<file path="config.mk">
export PLATFORM = sky130hd
export DESIGN_NAME = button_debouncer
export DESIGN_NICKNAME = d
export VERILOG_FILES = /design/src/rtl/debounce_pkg.sv /design/src/rtl/sync_2ff.sv /design/src/rtl/button_debouncer.sv
export SDC_FILE = /design/constraint.sdc
export NUM_CORES = 1
export LEC_CHECK = 0
export ABC_CLOCK_PERIOD_IN_PS = 1600
export BUFFER_PORTS_ARGS = -buffer_cell sky130_fd_sc_hd__clkbuf_2
export CORE_ASPECT_RATIO = 0.75
export CORE_MARGIN = 2
export CORE_UTILIZATION = 52
export DETAILED_ROUTE_END_ITERATION = 8
export GPL_TIMING_DRIVEN = 0
export PLACE_DENSITY = 0.72
export SYNTH_ARGS = -nofsm -noshare
export SYNTH_HDL_FRONTEND = slang
export SYNTH_HIERARCHICAL = 1
export SYNTH_SLANG_ARGS = --single-unit
</file>
<file path="constraint.sdc">
create_clock -name clk -period 1.6 [get_ports clk]
set_input_delay 0.24 -clock clk [delete_from_list [all_inputs] [get_ports clk]]
set_output_delay 0.24 -clock clk [all_outputs]
set_load 0.01 [all_outputs]
</file>
<file path="src/rtl/debounce_pkg.sv">
// Shared definitions for the pushbutton debouncer: FSM state encoding and
// the width of the optional press counter.
package debounce_pkg;

  localparam int PRESS_W = 8;

  typedef enum logic [1:0] {
    IDLE_LOW  = 2'd0,
    WAIT_HIGH = 2'd1,
    IDLE_HIGH = 2'd2,
    WAIT_LOW  = 2'd3
  } state_e;

endpackage

</file>
<file path="src/rtl/sync_2ff.sv">
// Two-flop synchroniser for asynchronous board inputs; both stages reset to 0
// on a synchronous active-low reset.
module sync_2ff (
  input  logic clk,
  input  logic rst_n,
  input  logic d,
  output logic q
);

  logic ff1_q;
  logic ff2_q;

  always_ff @(posedge clk) begin
    if (!rst_n) begin
      ff1_q <= 1'b0;
      ff2_q <= 1'b0;
    end else begin
      ff1_q <= d;
      ff2_q <= ff1_q;
    end
  end

  assign q = ff2_q;

endmodule

</file>
<file path="src/rtl/button_debouncer.sv">
// Pushbutton debouncer: 2-flop synchroniser, counter-qualified level FSM,
// registered rise/fall pulses; `PRESS_COUNT_EN adds an 8-bit press counter.
module button_debouncer
  import debounce_pkg::*;
#(
  parameter int STABLE_CYCLES = 250000,
  parameter int CNT_W         = $clog2(STABLE_CYCLES + 1)
) (
  input  logic               clk,
  input  logic               rst_n,
  input  logic               btn_raw,
  output logic               btn_level,
  output logic               rise_pulse,
  output logic               fall_pulse
`ifdef PRESS_COUNT_EN
  ,
  output logic [PRESS_W-1:0] press_count
`endif
);

  localparam logic [CNT_W-1:0] CNT_LAST = CNT_W'(STABLE_CYCLES - 1);
  localparam logic [CNT_W-1:0] CNT_ONE  = CNT_W'(1);

  logic             btnSync;
  state_e           state_q;
  logic [CNT_W-1:0] cnt_q;
  logic             btnLevel_q;
  logic             risePulse_q;
  logic             fallPulse_q;
  logic             acceptRise_d;
  logic             acceptFall_d;

  sync_2ff uSync (
    .clk  (clk),
    .rst_n(rst_n),
    .d    (btn_raw),
    .q    (btnSync)
  );

  // The sample that completes qualification is itself the last stable one.
  assign acceptRise_d = (state_q == WAIT_HIGH) && btnSync  && (cnt_q == CNT_LAST);
  assign acceptFall_d = (state_q == WAIT_LOW)  && !btnSync && (cnt_q == CNT_LAST);

  always_ff @(posedge clk) begin
    if (!rst_n) begin
      state_q     <= IDLE_LOW;
      cnt_q       <= '0;
      btnLevel_q  <= 1'b0;
      risePulse_q <= 1'b0;
      fallPulse_q <= 1'b0;
    end else begin
      risePulse_q <= 1'b0;
      fallPulse_q <= 1'b0;
      unique case (state_q)
        IDLE_LOW: begin
          if (btnSync) begin
            state_q <= WAIT_HIGH;
            cnt_q   <= CNT_ONE;
          end else begin
            cnt_q   <= '0;
          end
        end
        WAIT_HIGH: begin
          if (!btnSync) begin
            state_q <= IDLE_LOW;
            cnt_q   <= '0;
          end else if (acceptRise_d) begin
            state_q     <= IDLE_HIGH;
            cnt_q       <= '0;
            btnLevel_q  <= 1'b1;
            risePulse_q <= 1'b1;
          end else begin
            cnt_q <= cnt_q + CNT_ONE;
          end
        end
        IDLE_HIGH: begin
          if (!btnSync) begin
            state_q <= WAIT_LOW;
            cnt_q   <= CNT_ONE;
          end else begin
            cnt_q   <= '0;
          end
        end
        WAIT_LOW: begin
          if (btnSync) begin
            state_q <= IDLE_HIGH;
            cnt_q   <= '0;
          end else if (acceptFall_d) begin
            state_q     <= IDLE_LOW;
            cnt_q       <= '0;
            btnLevel_q  <= 1'b0;
            fallPulse_q <= 1'b1;
          end else begin
            cnt_q <= cnt_q + CNT_ONE;
          end
        end
        default: begin
          state_q <= IDLE_LOW;
          cnt_q   <= '0;
        end
      endcase
    end
  end

  assign btn_level  = btnLevel_q;
  assign rise_pulse = risePulse_q;
  assign fall_pulse = fallPulse_q;

`ifdef PRESS_COUNT_EN
  logic [PRESS_W-1:0] pressCnt_q;

  // Counts in lockstep with rise_pulse; wraps naturally at 2^PRESS_W.
  always_ff @(posedge clk) begin
    if (!rst_n) begin
      pressCnt_q <= '0;
    end else if (acceptRise_d) begin
      pressCnt_q <= pressCnt_q + PRESS_W'(1);
    end
  end

  assign press_count = pressCnt_q;
`endif

endmodule

</file>
==> results of run 1 <==
routing by layer:
layer	track usage [%]	wire length, microns	up-vias	part of all wire (%)
met5	0	0	-	0
met4	4.19	13	0	0.61
met3	6.27	46	2	2.2
met2	29.7	955	8	45
met1	27.3	1110	428	52
li1	-	-	462	-
final timing paths:
check                           endpoint  slack [ps]  cells after the start
setup / recovery    cnt_q[10]$_SDFF_PN0_          80                      6
hold / removal    uSync/ff1_q$_SDFF_PN0_         140                      2
setup reg to reg    cnt_q[10]$_SDFF_PN0_          80                      6
hold reg to reg       uSync/q$_SDFF_PN0_         480                      1
timing repair:
item | in CTS | in global routing
pin swaps | 1 | 5
setup buffers | 2 | 3
gates resized for setup | 5 | 16
endpoints found under the setup margin | 12 | 14
power by group through the flow:
stage	clock network (mW)	logic (mW)	registers, mW
after floorplan	0	0.00900	0.647
after global placement	0	0.0174	0.646
after detailed placement	0	0.0181	0.647
after CTS	0.288	0.0196	0.633
after global routing	0.307	0.0228	0.633
final	0.272	0.0199	0.631
critical path: stages, from the launching register on:
cell and delay, ps:
dfxtp_1 490, nor4b_4 80, and4_4 190, a211o_1 300, buf_6 140, buf_6 140
nor2_1 110
flip-flops by register name, indices dropped and copies added, names as in the netlist, named ones only:
signal,cells
uSync/ff1_q,1
btn_level,1
rise_pulse,1
cnt_q,18
state_q,1
uSync/q,1
fall_pulse,1
layout by cell type, fill, tap and decap left out:
cell | Yosys | layout
inv_1 | 7 | 7
o21ai_0 | 6 | 5
nor2b_1 | 2 | 2
buf_4 | 0 | 5
and3_4 | 0 | 1
and3_1 | 4 | 3
and4_1 | 1 | 1
and4_4 | 1 | 1
buf_6 | 2 | 2
a31oi_1 | 1 | 1
nor2_1 | 18 | 17
dfxtp_2 | 0 | 8
nand4b_1 | 1 | 1
dfxtp_1 | 25 | 16
or3_1 | 3 | 3
clkbuf_1 | 1 | 1
nor4b_4 | 0 | 1
clkbuf_2 | 0 | 5
nand2_1 | 2 | 2
nor4_4 | 0 | 2
a211o_1 | 1 | 1
xor2_1 | 4 | 4
clkbuf_4 | 0 | 3
xnor2_1 | 8 | 8
o21ai_1 | 0 | 1
nand3_1 | 6 | 5
nor2_2 | 0 | 1
nand3_2 | 0 | 1
ha_4 | 0 | 1
a21oi_1 | 6 | 6
and2_1 | 3 | 3
nor3_1 | 3 | 3
nand4_1 | 10 | 10
dfxtp_4 | 0 | 1
a21o_1 | 1 | 1
a31o_2 | 2 | 2
final cells by class:
class	count	area share [%]
inverters	7	2.06
flip-flops and latches	25	40.3
clock buffers	4	2.06
repair buffers	10	4.90
multi-input cells	87	46.6
well taps	24	2.35
plain buffers	2	1.76
logic make-up (layout without fill, tap and decap cells):
family,count (synthesis),after routing,synth area share [%]
AND/OR/NAND/NOR,57,57,29.4
flip-flops,25,25,45.9
AO/OA/AOI/OAI,17,17,9.18
XOR/XNOR,12,12,9.63
buffers and inverters,10,23,4.82
adder cells (fa/ha/maj),1,1,1.15
==> flow_summary.json, run 1 <==
{
  "run_status": "finished clean",
  "numCtsBuffers": 3,
  "syn_area_sq_um": 1090,
  "instances_no_fill": 159,
  "track_usage_pct": 19.4,
  "synth-seq-cells": 25,
  "synthArstFlopShare_pct": 0,
  "setup_viol": 0,
  "grt_first_pass_wirelength_microns": 3660,
  "yosys_warnings": 6,
  "crit_start": "cnt_q[11]$_SDFF_PN0_",
  "period_minus_slack_ps": 1520,
  "synth_ff_type": "dfxtp_1",
  "p_leak_nw": 0.425,
  "p_per_area_nw_per_um2": 723,
  "finish.net_count": 140,
  "seq_area_sq_um": 514,
  "drv_slew": 0,
  "fin_tns_setup_ps": 0,
  "via_per_inst": 5.66,
  "ys_types": 28,
  "synth_top_cell_by_area": "dfxtp_1",
  "maxCapViolations": 0,
  "path_class": "flip-flop to flip-flop",
  "switching_share_pct": 20.6,
  "clock-sinks": 25,
  "holdWs_ps": 145,
  "synth.yosys.seq_area_share_pct": 45.9,
  "hold_violations": 0,
  "cts_tree": "built",
  "final_antenna_net_count": 0,
  "drt-total-wl_microns": 2130,
  "die_y_microns": 43.7,
  "stdcell_area_sq_um": 1280,
  "final_core_utilization_pct": 64.0,
  "portBuffers": 5,
  "syn_avg_cell_area_sq_um": 8.94,
  "dpl.cell_count": 151,
  "p_total_mw": 0.923,
  "drt_pass1_iterations": 4,
  "placement_rows": 14,
  "cp-start-kind": "flip-flop",
  "diodes": 0,
  "grt_start_max_net_pins": 14,
  "min_path_type": "input pin to flip-flop",
  "initial_core_util_pct": 54.6,
  "gp_congestion": 0.750,
  "ios": 6,
  "critPathRequiredTime_ps": 1840,
  "place_area_sq_um": 1150,
  "hpwl_microns": 1500,
  "die_x_microns": 56.9,
  "overflow": 0,
  "grt_pass1_vias": 811,
  "vias": 900,
  "final_layout_size_suffix_gt1_share_pct": 25.2,
  "synthCells": 122,
  "worstHoldStart": "btn_raw",
  "area_growth_pct": 17.1,
  "avgRoutedWirePerCell_microns": 13.4,
  "synth_edf_count": 0,
  "cts.clk_slew.worst_paths_ps": 130,
  "cp-end-kind": "flip-flop",
  "clock.fmax_mhz": 658,
  "worst_slew_pin_slew_ps": 339,
  "power.share.sequential_pct": 68.4,
  "syn_nets": 126,
  "hold_buffers": 0,
  "cts_max_level": 1,
  "reg2reg_from": "cnt_q[11]$_SDFF_PN0_",
  "synth_common_cells": "dfxtp_1, nor2_1, nand4_1",
  "dp_slack_ps": -106,
  "switching_power_mw": 0.190,
  "setup_ws_ps": 79.1,
  "design.die.area_sq_um": 2480,
  "p_clk_share_pct": 29.5,
  "drc": 0,
  "insertion_delay_ps": 310,
  "core_area_sq_um": 2000,
  "synth_top_cells_by_area": "dfxtp_1, xnor2_1, nor2_1",
  "cp_max_fo": 10,
  "antenna_found_initial": 0,
  "multi_input_area_sq_um": 596,
  "ir_worst_vdd_v": 0.000654,
  "cp_data_arrival_time_ps": 1770,
  "root_buffer": "clkbuf_4",
  "fin_crit_sh_pct": 95.1,
  "slew_headroom_pct": 77.3,
  "drt_iter0_drc": 38,
  "fin_skew_ps": 9.25,
  "synth.most_common_cell": "dfxtp_1",
  "power_frac_comb_pct": 2.2,
  "yosys.area.top_type_share_pct": 45.9,
  "clk_path_buf_depth": 2,
  "p_int_mw": 0.733,
  "nFillCells": 176
}
Power figures use the tool's default switching activity.
==> run 2: changes to the inputs <==
--- a/config.mk
+++ b/config.mk
@@ -5,14 +5,14 @@
 export SDC_FILE = /design/constraint.sdc
 export NUM_CORES = 1
 export LEC_CHECK = 0
-export ABC_CLOCK_PERIOD_IN_PS = 1600
+export ABC_CLOCK_PERIOD_IN_PS = 1800
 export BUFFER_PORTS_ARGS = -buffer_cell sky130_fd_sc_hd__clkbuf_2
 export CORE_ASPECT_RATIO = 0.75
 export CORE_MARGIN = 2
-export CORE_UTILIZATION = 52
+export CORE_UTILIZATION = 60
 export DETAILED_ROUTE_END_ITERATION = 8
 export GPL_TIMING_DRIVEN = 0
-export PLACE_DENSITY = 0.72
+export PLACE_DENSITY = 0.79
 export SYNTH_ARGS = -nofsm -noshare
 export SYNTH_HDL_FRONTEND = slang
 export SYNTH_HIERARCHICAL = 1
==> constraint.sdc (replaced) <==
create_clock -name clk -period 1.8 [get_ports clk]
set_input_delay 0.27 -clock clk [delete_from_list [all_inputs] [get_ports clk]]
set_output_delay 0.27 -clock clk [all_outputs]
set_load 0.01 [all_outputs]
==> flow_summary.json, run 2 (synthesis gave the netlist of run 1 again) <==
{
  "reg2reg_depth": 5,
  "drt_pass1_iterations": 4,
  "hold_buffers": 0,
  "via_per_inst": 5.68,
  "portBuffers": 5,
  "finish.net_count": 138,
  "numCtsBuffers": 3,
  "reg2reg_from": "cnt_q[0]$_SDFF_PN0_",
  "final_core_utilization_pct": 68.8,
  "maxCapViolations": 0,
  "period_minus_slack_ps": 1680,
  "grt_first_pass_wirelength_microns": 3280,
  "clock.fmax_mhz": 597,
  "fin_crit_sh_pct": 93.1,
  "avgRoutedWirePerCell_microns": 12.9,
  "rsz0062_at_grt": "no",
  "crit_family": "simple AND/OR/NAND/NOR gates",
  "final_common_cell": "dfxtp_1",
  "place_area_sq_um": 1140,
  "hold_violations": 0,
  "vias": 880,
  "core_area_sq_um": 1720,
  "cp_max_fo": 4,
  "largest_reg_flops": 18,
  "drv_slew": 0,
  "cts_tree": "built",
  "drc": 0,
  "setup_ws_ps": 125,
  "r2r_setup_slack_ps": 120,
  "dp_slack_ps": 62.3,
  "drt-total-wl_microns": 2000,
  "setup_viol": 0,
  "root_buffer": "clkbuf_4",
  "grt_pass1_vias": 747,
  "cts_max_level": 1,
  "slew_headroom_pct": 73.1,
  "regMostFlops": "cnt_q",
  "final_layout_size_suffix_gt1_share_pct": 13.5,
  "min_path_type": "input pin to flip-flop",
  "holdWs_ps": 155,
  "hpwl_microns": 1500,
  "path_class": "flip-flop to flip-flop",
  "diodes": 0,
  "cp-start-kind": "flip-flop",
  "fin_tns_setup_ps": 0,
  "cp_slowest_stage_delay_ps": 400,
  "hold_end": "uSync/ff1_q$_SDFF_PN0_",
  "slowest_stage": "dfxtp_1",
  "placement_rows": 13,
  "die_x_microns": 53.2,
  "p_leak_nw": 0.385,
  "cp-end-kind": "flip-flop",
  "ios": 6,
  "die_y_microns": 40.9,
  "worstHoldStart": "btn_raw",
  "area_growth_pct": 8.72,
  "instances_no_fill": 155,
  "gp_congestion": 0.779,
  "antenna_found_initial": 0,
  "clk_path_buf_depth": 2,
  "ir_worst_vdd_v": 0.000556,
  "clock-sinks": 25,
  "insertion_delay_ps": 320,
  "hold_depth": 2,
  "critPathRequiredTime_ps": 2050,
  "path_buf_inv": 0,
  "initial_core_util_pct": 63.3,
  "p_per_area_nw_per_um2": 695,
  "worst_slew_pin_slew_ps": 400,
  "grt_start_max_net_pins": 14,
  "cts.clk_slew.worst_paths_ps": 130,
  "r2r_end": "cnt_q[14]$_SDFF_PN0_",
  "run_status": "finished clean",
  "final_antenna_net_count": 0,
  "design.die.area_sq_um": 2180,
  "stdcell_area_sq_um": 1190,
  "fin_skew_ps": 11.3,
  "dpl.cell_count": 149,
  "drt_iter0_drc": 23,
  "mostFrequentLayoutCells": "dfxtp_1, nor2_1, nand4_1, xnor2_1, inv_1",
  "worstPathCellList": "ha_1 -> and3_2 -> nand4_1 -> or3_1 -> a21oi_1",
  "track_usage_pct": 22.0,
  "overflow": 0,
  "cp_data_arrival_time_ps": 1930,
  "p_total_mw": 0.824
}
## run 2: area by class of cell
type	instances	area, sq um
Buffer	3	26.3
Clock buffer	4	26.3
Fill cell	140	538
Sequential cell	25	500
Inverter	7	26.3
Multi-Input combinational cell	87	539
Tap cell	22	27.5
Timing Repair Buffer	7	40.0
## run 2: worst max path at each step
stage	startpoint	to	slack [ps]	cells past startpoint
4_1_cts	cnt_q[0]$_SDFF_PN0_	cnt_q[14]$_SDFF_PN0_	30	5
3_5_place_dp	cnt_q[0]$_SDFF_PN0_	cnt_q[14]$_SDFF_PN0_	60	5
2_1_floorplan	cnt_q[0]$_SDFF_PN0_	cnt_q[14]$_SDFF_PN0_	310	5
3_3_place_gp	cnt_q[0]$_SDFF_PN0_	cnt_q[16]$_SDFF_PN0_	170	5
5_1_grt	cnt_q[0]$_SDFF_PN0_	cnt_q[14]$_SDFF_PN0_	20	5
6_report	cnt_q[0]$_SDFF_PN0_	cnt_q[14]$_SDFF_PN0_	120	5
## run 2: power breakdown
part	leakage, nW	switching [mW]	internal, mW
clock	0.0150	0.160	0.0866
combinational	0.168	0.00846	0.00734
sequential	0.202	0.00373	0.559
total	0.385	0.172	0.653
## run 2: timing repair
action | CTS | global route
setup buffers | 0 | 2
setup endpoints to repair | 0 | 2
endpoints found under the hold margin | 0 | 0
resized for setup | 0 | 1
## run 2: metal layers
layer | up-vias | GRT usage [%] | routed length, microns
li1 | 454 | - | -
met2 | 18 | 35.2 | 904
met1 | 406 | 28.6 | 1020
met3 | 2 | 7.66 | 62
met4 | 0 | 5.77 | 10
met5 | - | 0 | 0
